<file path="src/rtl/alu_sched_pkg.sv">
// Shared definitions for the ALU operation scheduler.
//   - opcode constants for the {Op,S1,S0} field
//   - scheduler FSM state type
//   - width of the execute-window down-counter
package alu_sched_pkg;

    localparam int EXEC_CNT_W = 4;

    localparam logic [2:0] OP_ADD    = 3'b000;
    localparam logic [2:0] OP_SUB    = 3'b001;
    localparam logic [2:0] OP_MUL    = 3'b010;
    localparam logic [2:0] OP_DIV    = 3'b011;
    localparam logic [2:0] OP_LOGIC0 = 3'b100;
    localparam logic [2:0] OP_LOGIC1 = 3'b101;

    typedef enum logic [1:0] {
        IDLE = 2'd0,
        EXEC = 2'd1,
        RESP = 2'd2
    } state_t;

endpackage

</file>
<file path="src/rtl/alu_op_scheduler_alu.sv">
// Alu: combinational WIDTH-bit arithmetic/logic unit.
// Ports:
//   Op, S1, S0     in   opcode bits {Op,S1,S0}
//   A, B           in   operands
//   Carry_in       in   carry (ADD) / borrow (SUB) input
//   Result         out  primary result (low product half for MUL, quotient for DIV)
//   Remainder      out  high product half for MUL, remainder for DIV, else 0
//   Overflow_flag  out  carry-out (ADD), borrow-out (SUB), nonzero high half (MUL),
//                       divide-by-zero (DIV)
module Alu
    import alu_sched_pkg::*;
#(
    parameter int WIDTH = 8
) (
    input  logic             Op,
    input  logic             S1,
    input  logic             S0,
    input  logic [WIDTH-1:0] A,
    input  logic [WIDTH-1:0] B,
    input  logic             Carry_in,
    output logic [WIDTH-1:0] Result,
    output logic [WIDTH-1:0] Remainder,
    output logic             Overflow_flag
);

    logic [2:0]         opc;
    logic [2*WIDTH-1:0] prod;
    logic [WIDTH:0]     sum;
    logic [WIDTH:0]     diff;

    always_comb begin
        opc  = {Op, S1, S0};
        prod = {{WIDTH{1'b0}}, A} * {{WIDTH{1'b0}}, B};
        sum  = {1'b0, A} + {1'b0, B} + {{WIDTH{1'b0}}, Carry_in};
        // Top bit of the widened difference is the borrow-out.
        diff = {1'b0, A} - {1'b0, B} - {{WIDTH{1'b0}}, Carry_in};

        Result        = '0;
        Remainder     = '0;
        Overflow_flag = 1'b0;

        case (opc)
            OP_ADD: {Overflow_flag, Result} = sum;
            OP_SUB: {Overflow_flag, Result} = diff;
            OP_MUL: begin
                Result        = prod[WIDTH-1:0];
                Remainder     = prod[2*WIDTH-1:WIDTH];
                Overflow_flag = |prod[2*WIDTH-1:WIDTH];
            end
            OP_DIV: begin
                if (B == '0) begin
                    Result        = '1;
                    Remainder     = A;
                    Overflow_flag = 1'b1;
                end else begin
                    Result    = A / B;
                    Remainder = A % B;
                end
            end
            OP_LOGIC0: Result = A & B;
            OP_LOGIC1: Result = A | B;
            3'b110:    Result = A ^ B;
            default:   Result = ~A;
        endcase
    end

endmodule

</file>
<file path="src/rtl/alu_op_scheduler.sv">
// alu_op_scheduler: round-robin sharing of one Alu between two requesters.
// An accepted operation is registered, held on the Alu for EXEC_CYCLES cycles,
// and the sampled outputs are returned on a single tagged response channel.
// Ports:
//   clk, rst                  clock, synchronous active-high reset
//   reqN_valid / reqN_ready   per-requester handshake (N = 0, 1)
//   reqN_op/_a/_b/_cin        per-requester opcode and operands
//   rsp_valid / rsp_ready     response handshake
//   rsp_id                    requester that issued the returned operation
//   rsp_result/_remainder     Alu Result / Remainder
//   rsp_overflow              Alu Overflow_flag or divide-by-zero error
//   busy                      high whenever the FSM is not in IDLE
module alu_op_scheduler
    import alu_sched_pkg::*;
#(
    parameter int WIDTH       = 8,
    parameter int EXEC_CYCLES = 2
) (
    input  logic             clk,
    input  logic             rst,
    input  logic             req0_valid,
    output logic             req0_ready,
    input  logic [2:0]       req0_op,
    input  logic [WIDTH-1:0] req0_a,
    input  logic [WIDTH-1:0] req0_b,
    input  logic             req0_cin,
    input  logic             req1_valid,
    output logic             req1_ready,
    input  logic [2:0]       req1_op,
    input  logic [WIDTH-1:0] req1_a,
    input  logic [WIDTH-1:0] req1_b,
    input  logic             req1_cin,
    output logic             rsp_valid,
    input  logic             rsp_ready,
    output logic             rsp_id,
    output logic [WIDTH-1:0] rsp_result,
    output logic [WIDTH-1:0] rsp_remainder,
    output logic             rsp_overflow,
    output logic             busy
);

    localparam logic [EXEC_CNT_W-1:0] CNT_INIT = EXEC_CNT_W'(EXEC_CYCLES - 1);

    state_t                state;
    state_t                next_state;
    logic [EXEC_CNT_W-1:0] cnt;
    logic                  last_grant;

    logic [2:0]            op_q;
    logic [WIDTH-1:0]      a_q;
    logic [WIDTH-1:0]      b_q;
    logic                  cin_q;
    logic                  id_q;
    logic [WIDTH-1:0]      res_q;
    logic [WIDTH-1:0]      rem_q;
    logic                  ovf_q;

    logic                  grant1;
    logic                  accept;
    logic [2:0]            sel_op;
    logic [WIDTH-1:0]      sel_a;
    logic [WIDTH-1:0]      sel_b;
    logic                  sel_cin;
    logic                  sel_div0;

    logic [WIDTH-1:0]      alu_result;
    logic [WIDTH-1:0]      alu_remainder;
    logic                  alu_overflow;

    // Alu sees only the registered operand set, so its inputs are stable
    // for the whole execute window regardless of requester behaviour.
    Alu #(.WIDTH(WIDTH)) u_alu (
        .Op            (op_q[2]),
        .S1            (op_q[1]),
        .S0            (op_q[0]),
        .A             (a_q),
        .B             (b_q),
        .Carry_in      (cin_q),
        .Result        (alu_result),
        .Remainder     (alu_remainder),
        .Overflow_flag (alu_overflow)
    );

    always_comb begin
        // Requester 1 wins when alone, or on a tie when requester 0 was last.
        grant1     = req1_valid && (!req0_valid || !last_grant);
        req0_ready = (state == IDLE) && req0_valid && !grant1;
        req1_ready = (state == IDLE) && grant1;
        accept     = req0_ready || req1_ready;

        sel_op   = grant1 ? req1_op  : req0_op;
        sel_a    = grant1 ? req1_a   : req0_a;
        sel_b    = grant1 ? req1_b   : req0_b;
        sel_cin  = grant1 ? req1_cin : req0_cin;
        sel_div0 = (sel_op == OP_DIV) && (sel_b == '0);

        next_state = state;
        case (state)
            IDLE:    if (accept) next_state = sel_div0 ? RESP : EXEC;
            EXEC:    if (cnt == '0) next_state = RESP;
            RESP:    if (rsp_ready) next_state = IDLE;
            default: next_state = IDLE;
        endcase
    end

    always_ff @(posedge clk) begin
        if (rst) state <= IDLE;
        else     state <= next_state;
    end

    always_ff @(posedge clk) begin
        if (rst) begin
            cnt        <= '0;
            last_grant <= 1'b1;
            op_q       <= '0;
            a_q        <= '0;
            b_q        <= '0;
            cin_q      <= 1'b0;
            id_q       <= 1'b0;
            res_q      <= '0;
            rem_q      <= '0;
            ovf_q      <= 1'b0;
        end else if (accept) begin
            op_q       <= sel_op;
            a_q        <= sel_a;
            b_q        <= sel_b;
            cin_q      <= sel_cin;
            id_q       <= grant1;
            last_grant <= grant1;
            if (sel_div0) begin
                // Error response is formed directly; the Alu is never launched.
                res_q <= '1;
                rem_q <= sel_a;
                ovf_q <= 1'b1;
            end else begin
                cnt <= CNT_INIT;
            end
        end else if (state == EXEC) begin
            if (cnt == '0) begin
                res_q <= alu_result;
                rem_q <= alu_remainder;
                ovf_q <= alu_overflow;
            end else begin
                cnt <= cnt - 1'b1;
            end
        end
    end

    assign rsp_valid     = (state == RESP);
    assign busy          = (state != IDLE);
    assign rsp_id        = id_q;
    assign rsp_result    = res_q;
    assign rsp_remainder = rem_q;
    assign rsp_overflow  = ovf_q;

endmodule

</file>
<file path="config.mk">
export PLATFORM = sky130hd
export DESIGN_NAME = alu_op_scheduler
export DESIGN_NICKNAME = d
export VERILOG_FILES = /design/src/rtl/alu_sched_pkg.sv /design/src/rtl/alu_op_scheduler_alu.sv /design/src/rtl/alu_op_scheduler.sv
export SDC_FILE = /design/constraint.sdc
export NUM_CORES = 1
export LEC_CHECK = 0
export CORE_UTILIZATION = 40
export DETAILED_ROUTE_END_ITERATION = 10
export SYNTH_ARGS = -nofsm -noshare
export SYNTH_HDL_FRONTEND = slang
export SYNTH_SLANG_ARGS = --single-unit
</file>
<file path="constraint.sdc">
create_clock -name clk -period 13.9 [get_ports clk]
set_input_delay 4.17 -clock clk [delete_from_list [all_inputs] [get_ports clk]]
set_output_delay 4.17 -clock clk [all_outputs]
set_load 0.03 [all_outputs]
</file>
* After elaboration in Yosys (flattened, before gate mapping)
Cells that the tools add are included.
Operators by class: $add $sub $neg 5, $mul 1, div/mod/pow operators 2, order comparisons 0, equal/unequal tests 15, shifts and indexed selects 0, multiplexer cells 31, bitwise logic cells 4, reductions and logical operators 22
Operator list (count):
- 8-bit two-way mux | 12
- 8-bit one-hot mux with 7 select lines | 1
- 8-bit zero test | 2
- 8-bit by 8-bit multiplier with 16-bit output | 1
- 4-bit two-way mux | 4
- 8-bit one-hot mux with 2 select lines | 1
- 8-bit by 8-bit adder with 9-bit output | 1
- 9-bit by 1-bit adder with 9-bit output | 1
- 3-bit by 2-bit == test with 1-bit output, second input constant | 3
- 3-bit == test, second input constant | 3
- 3-bit AND reduction | 3
- 8-bit by 8-bit subtractor with 9-bit output | 1
- 9-bit by 1-bit subtractor with 9-bit output | 1
- 8-bit bitwise AND | 1
- 8-bit by 8-bit divider with 8-bit output | 1
- 8-bit by 8-bit remainder unit with 8-bit output | 1
- 2-bit two-way mux | 4
- 2-bit inequality test, second input constant | 4
- 8-bit NOT | 1
- 8-bit bitwise OR | 1
- 8-bit OR reduction | 1
- 8-bit XOR | 1
- 1-bit two-way mux | 6
- 2-bit one-hot mux with 3 select lines | 1
- 14 further kinds | 24
Storage, ports and cells: register bits 45, bits in latches 0, RAM bits 0, ROM bits 0, output and inout port bits 22, logic and storage cells 91, memories 0

* Depth between registers and ports, before layout
word-level depth 9, mapped depth 52, mapped depth without buffers 51

* Modules after synthesis
From an unflattened synthesis, not the netlist that was laid out.
Second synthesis, totals: cell total of the unflattened synthesis 965, area, all modules 7592.3 µm²
Modules (own cells, without submodules):
- Alu | times used 1, cells each 753, area an instance 5604.1 µm², seq. area each 0.0 µm²
- alu_op_scheduler | times used 1, cells each 212, area an instance 1988.2 µm², seq. area each 900.9 µm²

* Worst setup path after synthesis
No wires, ideal clock.
kind flip-flop to flip-flop, start point register b_q[6], end point register rem_q[6], in the netlist rsp_remainder[6], library setup time 92 ps, data arrival time 11086 ps, data required time 13808 ps, path slack 2722 ps, stages on the path, launching flop included 47, period minus slack after synthesis 11178 ps, cells stage by stage dfxtp_1 -> clkbuf_1 -> nor4_2 -> nand2_1 -> nor2_1 -> a21oi_1 -> a21oi_1 -> ha_1 -> or4b_2 -> o311ai_0 -> a221oi_1 -> ha_1 -> o211ai_1 -> a211o_4 -> a21o_1 -> ha_1 -> o211ai_1 -> a21boi_0 -> [... 11 more ...] -> a41oi_2 -> mux2_2 -> ha_1 -> nor3_1 -> a211oi_1 -> a41o_1 -> clkbuf_1 -> nand2_1 -> a21boi_0 -> fa_1 -> a211oi_1 -> o21ai_0 -> a21oi_1 -> nor2_1 -> nand2_1 -> nor2_1 -> or4_1 -> o32ai_1
On the way: word-level cells in the longest chain between the ends 6
RTL lines:
- from (decl) | RTL line alu_op_scheduler.sv:51 | logic [WIDTH-1:0] b_q;
- from (signal assigned) | RTL line alu_op_scheduler.sv:126 | b_q <= sel_b;
- 8-bit by 8-bit remainder unit with 8-bit output / 8-bit zero test (equally long branches) | RTL line alu_op_scheduler_alu.sv:57, alu_op_scheduler_alu.sv:51
- 8-bit two-way mux | RTL line alu_op_scheduler_alu.sv:51 | if (B == '0) begin
- 8-bit one-hot mux with 2 select lines * | RTL line alu_op_scheduler_alu.sv:42 | case (opc)
- 8-bit two-way mux * | RTL line alu_op_scheduler.sv:139 | if (cnt == '0) begin
- 8-bit two-way mux * | RTL line alu_op_scheduler.sv:138 | end else if (state == EXEC) begin
- 8-bit two-way mux * | RTL line alu_op_scheduler.sv:123 | end else if (accept) begin
- to (signal assigned) | RTL line alu_op_scheduler.sv:133 | rem_q <= sel_a;
- to (signal assigned) | RTL line alu_op_scheduler.sv:141 | rem_q <= alu_remainder;
- to (decl) | RTL line alu_op_scheduler.sv:55 | logic [WIDTH-1:0] rem_q;
Mark *: on every way between the ends. The rest lies on a longest branch, timed or not. The select of a mux whose other input is x is not followed. A chain may end at the register's enable or synchronous reset.

* Final worst setup path
start point register b_q[0], end point register rem_q[1], in the netlist rsp_remainder[1]
Same word-level chain as after synthesis.

==> results.sh <==
export IMPL_status="completed"
export IMPL_layout_area_seq_um2=901
export IMPL_synthTopCellsByCount="122 x nor2_1, 108 x ha_1, 84 x inv_1"
export IMPL_tritoncts="done"
export IMPL_rsz0062_at_grt="false"
export IMPL_synth_top_area_frac=0.186
export IMPL_clock_skew_ns=0.00463
export IMPL_worstMarginPinSlew_ns=0.994
export IMPL_clockBufferDepth=2
export IMPL_critical_path_endpoint="rsp_remainder[1]"
export IMPL_final_setup_tns_ns=0
export IMPL_vias_per_cell=5.71
export IMPL_clockRootBuffer="clkbuf_16"
export IMPL_cts_sinks=45
export IMPL_crit_arrival_ns=12.99
export IMPL_hold_viol_final=0
export IMPL_synthesis_nets=1106
export IMPL_async_flop_share=0
export IMPL_drtIter0Drc=567
export IMPL_ys_seq_elements=45
export IMPL_wl_per_cell_um=19.0
export IMPL_gp_congestion=0.922
export IMPL_fin_crit_sh=0.920
export IMPL_cp_max_fo=15
export IMPL_grt_pass1_vias=6587
export IMPL_ys_warn_count=0
export IMPL_crit_path_end_kind="flip-flop"
export IMPL_die_w_um=137
export IMPL_critPathSlowestCell="or4b_2"
export IMPL_synth_top_area_cell="ha_1"
export IMPL_holdBufCountCts=0
export IMPL_std_cell_rows=48
export IMPL_relSlewSlack=0.336
export IMPL_hold_class="flip-flop to flip-flop"
export IMPL_wirelength_um=22700
export IMPL_clkTransAtPathRegs_ns=0.07
export IMPL_die_area_um2=18800
export IMPL_yosysUniqueCellTypes=77
export IMPL_r2r_end="rsp_remainder[1]"
export IMPL_synthCells=912
export IMPL_rr_worst_depth=45
export IMPL_first_pass_iters=5
export IMPL_ios=67
export IMPL_slowest_delay_ns=0.65
export IMPL_area_growth_synth_to_final_pct=14.6
export IMPL_multi_input_area_um2=5920
export IMPL_numCtsBuffers=5
export IMPL_synth_area_um2=7280
export IMPL_finalCriticalPeriod_ns=12.79
export IMPL_synthTopCellsByArea="ha_1 19%, dfxtp_1 12%, fa_1 11%"
export IMPL_die_h_um=137
export IMPL_drv_cap=0
export IMPL_path_class="flip-flop to flip-flop"
export IMPL_grt_usage=0.255
export IMPL_htree_levels=2
export IMPL_ant_nets=0
export IMPL_fmax_mhz=78.2
export IMPL_drv_slew=0
export IMPL_syn_avg_cell_area_um2=7.99
export IMPL_start_util=0.415
export IMPL_overflow=0
export IMPL_coreArea_um2=17500
export IMPL_antenna_found_initial=0
export IMPL_startpoint="b_q[0]"
export IMPL_drive_above_1_share=0.0610
export IMPL_fillCellCount=1756
export IMPL_r2r_setup_slack_ns=1.11
export IMPL_yosysMostFrequentCell="nor2_1"
export IMPL_port_buffers=66
export IMPL_grt_start_max_net_pins=47
export IMPL_num_antenna_cells=0
export IMPL_cts_setup_buffers=0
export IMPL_vias=6811
export IMPL_final_setup_viol_count=0
export IMPL_cp_start_kind="flip-flop"
export IMPL_crit_path_frequent_cell="ha_1"
export IMPL_drc=0
export IMPL_dp_hpwl_um=18100
export IMPL_synth_top_flop_cell="dfxtp_1"
export IMPL_r2r_start="b_q[0]"
export IMPL_synth_edf_count=0
export IMPL_nNetsFinal=1160
export IMPL_worstPathRequired_ns=14.10
export IMPL_grt_pass1_wl_um=36100
export IMPL_clock_latency_ns=0.29
export IMPL_yosysSeqAreaShare=0.124
export IMPL_cts_resized=0
==> metrics by stage <==
stage	instances	hold slack, ns	util	area [um2]	setup slack, ns
6_report	1192	0.497	0.476	8350	1.11
5_1_grt	1192	0.522	0.476	8350	0.117
4_1_cts	1192	0.501	0.476	8350	1.22
3_5_place_dp	1184	0.484	0.468	8200	1.27
3_3_place_gp	1184	0.470	0.468	8200	1.47
2_1_floorplan	912	0.481	-	7280	2.72
==> per-layer routing <==
| layer | wire length [um] | track usage |
|---|---|---|
| met1 | 10600 | 0.354 |
| met3 | 1360 | 0.0367 |
| met2 | 10100 | 0.407 |
| met4 | 638 | 0.0733 |
| met5 | 0 | 0 |
==> worst max-delay path, delay by kind of cell, from the launching register on <==
kind | cells | cell delay (ns)
compound gates | 23 | 6.02
fa+ha+maj | 8 | 2.42
buf+inv | 2 | 0.55
flops | 1 | 0.61
mux | 3 | 1.15
simple gates | 9 | 1.94
==> cells in the final DEF (no fill, tap or decap), types with 5 or more instances in the layout <==
master,synthesis,final
mux2i_1,27,27
o211ai_1,6,6
o31ai_1,6,6
nor2b_1,11,11
buf_4,0,16
dfxtp_1,45,45
nor2_1,122,121
clkbuf_16,0,5
a311oi_1,5,5
a211oi_1,30,30
a21o_1,14,14
clkdlybuf4s50_1,0,65
nand3_1,13,13
o21a_1,12,12
o22ai_1,6,6
inv_1,84,84
xor2_1,22,22
ha_1,108,108
o21ai_1,8,8
nor3_1,25,25
nand2b_1,13,13
nand2_1,72,72
a21oi_1,45,45
fa_1,41,41
xnor2_1,22,22
a21boi_0,5,5
o21ai_0,37,37
mux2_2,8,8
==> registers in the layout, summed over array words and instances, names as in the netlist <==
signal and flops:
a_q 8, op_q 3, cnt 4, rsp_overflow 1, rsp_id 1, cin_q 1, state 2, rsp_remainder 8
b_q 8, rsp_result 8, last_grant 1
==> worst min-delay path by stage <==
stage                          start          endpoint  slack, ns  cells after the start
floorplan                 last_grant        last_grant       0.48                      1
global placement              rsp_id            rsp_id       0.47                      2
detailed placement     rsp_result[0]     rsp_result[0]       0.48                      2
CTS                 rsp_remainder[2]  rsp_remainder[2]       0.50                      2
global route           rsp_result[2]     rsp_result[2]       0.52                      2
finish              rsp_remainder[2]  rsp_remainder[2]       0.50                      2
==> cell type report <==
cell class | instances | share of cell area
Clock buffer | 5 | 0.0150
Clock inverter | 3 | 0.00255
Inverter | 85 | 0.0382
Multi-Input combinational cell | 747 | 0.710
Sequential cell | 45 | 0.108
Tap cell | 225 | 0.0337
Timing Repair Buffer | 82 | 0.0929
==> cells by family after synthesis <==
group / Yosys count / share of synthesized area
AO/OA/AOI/OAI: 228 / 0.221
flip-flops: 45 / 0.124
multiplexers: 40 / 0.0627
adder cells (fa/ha/maj): 149 / 0.298
XOR/XNOR: 44 / 0.0529
buffers and inverters: 120 / 0.0634
AND/OR/NAND/NOR: 286 / 0.178
Power is not shown: default switching activity piles up to over one toggle a cycle in this logic, so the estimate is an artifact.
==> variant 1, RTL diff (config.mk and constraints unchanged) <==
`WIDTH` is set to 8 in 2 places; all go to 6.
--- a/src/rtl/alu_op_scheduler_alu.sv
+++ b/src/rtl/alu_op_scheduler_alu.sv
@@ -11,5 +11,5 @@
     import alu_sched_pkg::*;
 #(
-    parameter int WIDTH = 8
+    parameter int WIDTH = 6
 ) (
     input  logic             Op,
--- a/src/rtl/alu_op_scheduler.sv
+++ b/src/rtl/alu_op_scheduler.sv
@@ -14,5 +14,5 @@
     import alu_sched_pkg::*;
 #(
-    parameter int WIDTH       = 8,
+    parameter int WIDTH       = 6,
     parameter int EXEC_CYCLES = 2
 ) (
Interface: changed (6 resized); port bits go from 67 to 55. No check against the original RTL was run, so the function may have changed too.
==> variant 1 against the original RTL <==
Hold slack better by 0.0025 ns. Sequential cell count down 8. Final area down 32%. Synthesized area down 32%. Worst setup slack better by 2.6 ns. Routed wire length down 35%. Highest routed layer unchanged.
==> variant 1: results (changes against the original RTL) <==
Final layout
  – Ratio of cells with drive above 1 in the final layout: 4.30% (-1.8 points)
  – Seq/total area: 13.0% (+2.2 points)
  – Number of fill cells: 1234 (-30%)
  – Nets: 803 (-31%)
  – Comb_multi_in: 520 (-30%)
  – Multi-input gate area: 0.00388 mm² (-34%)
  – Register Area: 741 µm² (-18%)
  – Sequential cell count: 37 (-18%)
  – Clock network area share: 2.56% (+0.81 points)

Routing
  – WL met2: 6870 µm (-32%)
  – Wirelength per Cell: 18.0 µm (-5.2%)
  – DR vias/cell: 5.80 (+1.4%)

Global routing
  – Largest net degree at the start of global routing: 38 (-19%)
  – Total GRT Usage: 24.4% (-1.0 points)
  – First-pass GRT wire length: 24500 µm (-32%)
  – GR met1 Demand/Resource: 30.9% (-4.6 points)
  – Number of global-route vias before repair: 4791 (-27%)

Setup path
  – Worst path max stage delay: 0.63 ns (-0.02 ns)
  – R2R Setup Slk: 5.62 ns (+4.51 ns)
  – Highest-delay cell along the critical path: a21boi_2
  – Worst R2R Path Depth: 32 (-29%)

Place
  – Placed Area: 0.00557 mm² (-32%)
  – Routability congestion estimate: 0.952 (+3.2%)
  – DP Wirelength: 11700 µm (-36%)
  – Port Buffer Count: 54 (-18%)

Status
  – Status: finished clean

Synthesis
  – Compound-Gate Fraction of Synth Area: 23.4% (+1.3 points)
  – Post-Synth XOR/XNOR Area: 3.73% (-1.6 points)
  – Post-Syn Nets: 764 (-31%)
  – Top-area cell type share of the netlist area: 17.7% (-0.81 points)
  – Largest cells by area after synthesis: ha_1 18%, dfxtp_1 15%, fa_1 8.9%

STA
  – Worst-Margin Slew: 0.942 ns (-0.0523 ns)
## variant 1: how the worst max path moves through the flow
stage                          start    endpoint  slack, ns
after floorplan           req1_valid  req1_ready       4.66
after global placement    req1_valid  req0_ready       3.71
after detailed placement  req1_valid  req0_ready       3.68
after CTS                 req1_valid  req0_ready       3.67
after global routing      req1_valid  req0_ready       3.53
final                     req1_valid  req0_ready       3.67
## variant 1: per-stage QoR
stage          setup slack (ns)  total power [mW]  instances  hold slack, ns
4_1_cts                    3.67              1.04        821           0.507
6_report                   3.67              1.05        821           0.499
3_3_place_gp               3.71             0.909        814           0.482
5_1_grt                    3.53              1.15        821           0.530
3_5_place_dp               3.68             0.924        814           0.488
2_1_floorplan              4.66             0.762        635           0.467
## variant 1: worst max-delay path, delay by kind of cell
family                 cells  cell delay [ns]
AOI/OAI and AO/OA          1             0.63
buffers and inverters      2             1.15
and+or+nand+nor            1             0.11
==> variant 2, RTL diff (same flow settings) <==
Made on the original files. Make the reset (`rst`) asynchronous in 2 clocked blocks. Comments in the files are not updated.
--- a/src/rtl/alu_op_scheduler.sv
+++ b/src/rtl/alu_op_scheduler.sv
@@ -104,10 +104,10 @@
     end
 
-    always_ff @(posedge clk) begin
+    always_ff @(posedge clk or posedge rst) begin
         if (rst) state <= IDLE;
         else     state <= next_state;
     end
 
-    always_ff @(posedge clk) begin
+    always_ff @(posedge clk or posedge rst) begin
         if (rst) begin
             cnt        <= '0;
Formal check against the unedited RTL: not equivalent (a bounded check fails within 4 cycles, from zero or initial values and one cycle with rst high; the reset may be asserted at any time).
==> variant 2 against the original RTL <==
Synthesized area grew 2.6%. Worst setup slack gained 0.24 ns. Routed wire length grew 5.2%. Sequential cell count is the same. Count of clock-buffer cells in the layout grew 2. Final area grew 2.2%. Sequential share of layout area grew 2.4 points. Critical endpoint is now rsp_remainder[7]$_DFFE_PP0P_.
Power is left out: the tool's default activity adds up to more than one toggle a clock period on the data nets, which glitch-free logic cannot reach.
==> variant 2: results (changes against the original RTL) <==
Status
  – Status: finished clean

Routing
  – TritonRoute pass-1 iters: 6 (+1)
  – Initial DRC count: 657 (+16%)
  – Vias after detailed routing: 7090 (+4.1%)
  – WL met2: 10500 µm (+4.2%)
  – Wirelength per Cell: 19.8 µm (+4.2%)
  – Routed wl met3: 1620 µm (+20%)

Final layout
  – Number of fill cells: 1820 (+3.6%)
  – Register Area: 0.00113 mm² (+25%)
  – Ratio of cells with drive above 1 in the final layout: 4.93% (-1.2 points)

Global routing
  – Total GRT Usage: 25.4% (-0.089 points)
  – Met3 usage: 3.28% (-0.39 points)
  – GR met1 Demand/Resource: 34.5% (-0.97 points)

Place
  – Port Buffer Count: 66 (unchanged)
  – Routability congestion estimate: 0.956 (+3.6%)
  – DP Wirelength: 18900 µm (+4.3%)

Synthesis
  – Post-Syn Nets: 1119 (+1.2%)
  – Largest cells by area after synthesis: ha_1 18%, dfrtp_1 15%, fa_1 11%
  – Sequential area share after synthesis: 15.1% (+2.7 points)
  – Unique masters post-synth: 73 (-5.2%)
  – Commonest cells in the netlist: 108 x ha_1, 94 x nor2_1, 92 x nand2_1, 84 x inv_1, 59 x o21ai_0
  – Ys flop type: dfrtp_1

Setup path
  – Worst EP arrival: 12.72 ns (-0.27 ns)
  – Critical Path Fanout Max: 14 (-1)

STA
  – Worst Skew: 0.00350 ns (-0.00113 ns)
variant 2: area by class of cell:
| cell class | instances | area share (%) |
|---|---|---|
| multi-input combinational | 757 | 69.1 |
| sequential | 45 | 13.2 |
| timing repair buffer | 78 | 8.80 |
| inverter | 86 | 3.78 |
| tap | 229 | 3.36 |
| clock buffer | 7 | 1.67 |
| clock inverter | 1 | 0.0880 |
variant 2: cells by family after synthesis:
group           after synthesis  share of synthesized area, %
mux                          38                          6.08
fa+ha+maj                   149                          29.1
simple gates                297                          18.5
flops                        45                          15.1
compound gates              237                          20.9
buf+inv                     123                          6.19
xor+xnor                     36                          4.22
variant 2: through the flow:
| stage | std cells | hold WS [ns] | worst slack [ns] |
|---|---|---|---|
| 6_report | 1203 | 0.499 | 1.35 |
| 5_1_grt | 1203 | 0.510 | 0.564 |
| 4_1_cts | 1203 | 0.501 | 1.50 |
| 3_5_place_dp | 1195 | 0.492 | 1.53 |
| 3_3_place_gp | 1195 | 0.487 | 1.91 |
| 2_1_floorplan | 925 | 0.462 | 3.01 |
variant 2: worst paths after layout:
path	end	depth (start not counted)	startpoint	slack, ns
max reg2reg	rsp_remainder[7]$_DFFE_PP0P_	45	b_q[0]$_DFFE_PP0N_	1.35
max in group asynchronous	rsp_result[6]$_DFFE_PP0P_	2	rst	8.90
min reg2reg	cnt[0]$_DFFE_PP0P_	1	cnt[0]$_DFFE_PP0P_	0.50
min in group asynchronous	cnt[1]$_DFFE_PP0P_	2	rst	4.41
min	cnt[0]$_DFFE_PP0P_	1	cnt[0]$_DFFE_PP0P_	0.50
max	rsp_remainder[7]$_DFFE_PP0P_	45	b_q[0]$_DFFE_PP0N_	1.35
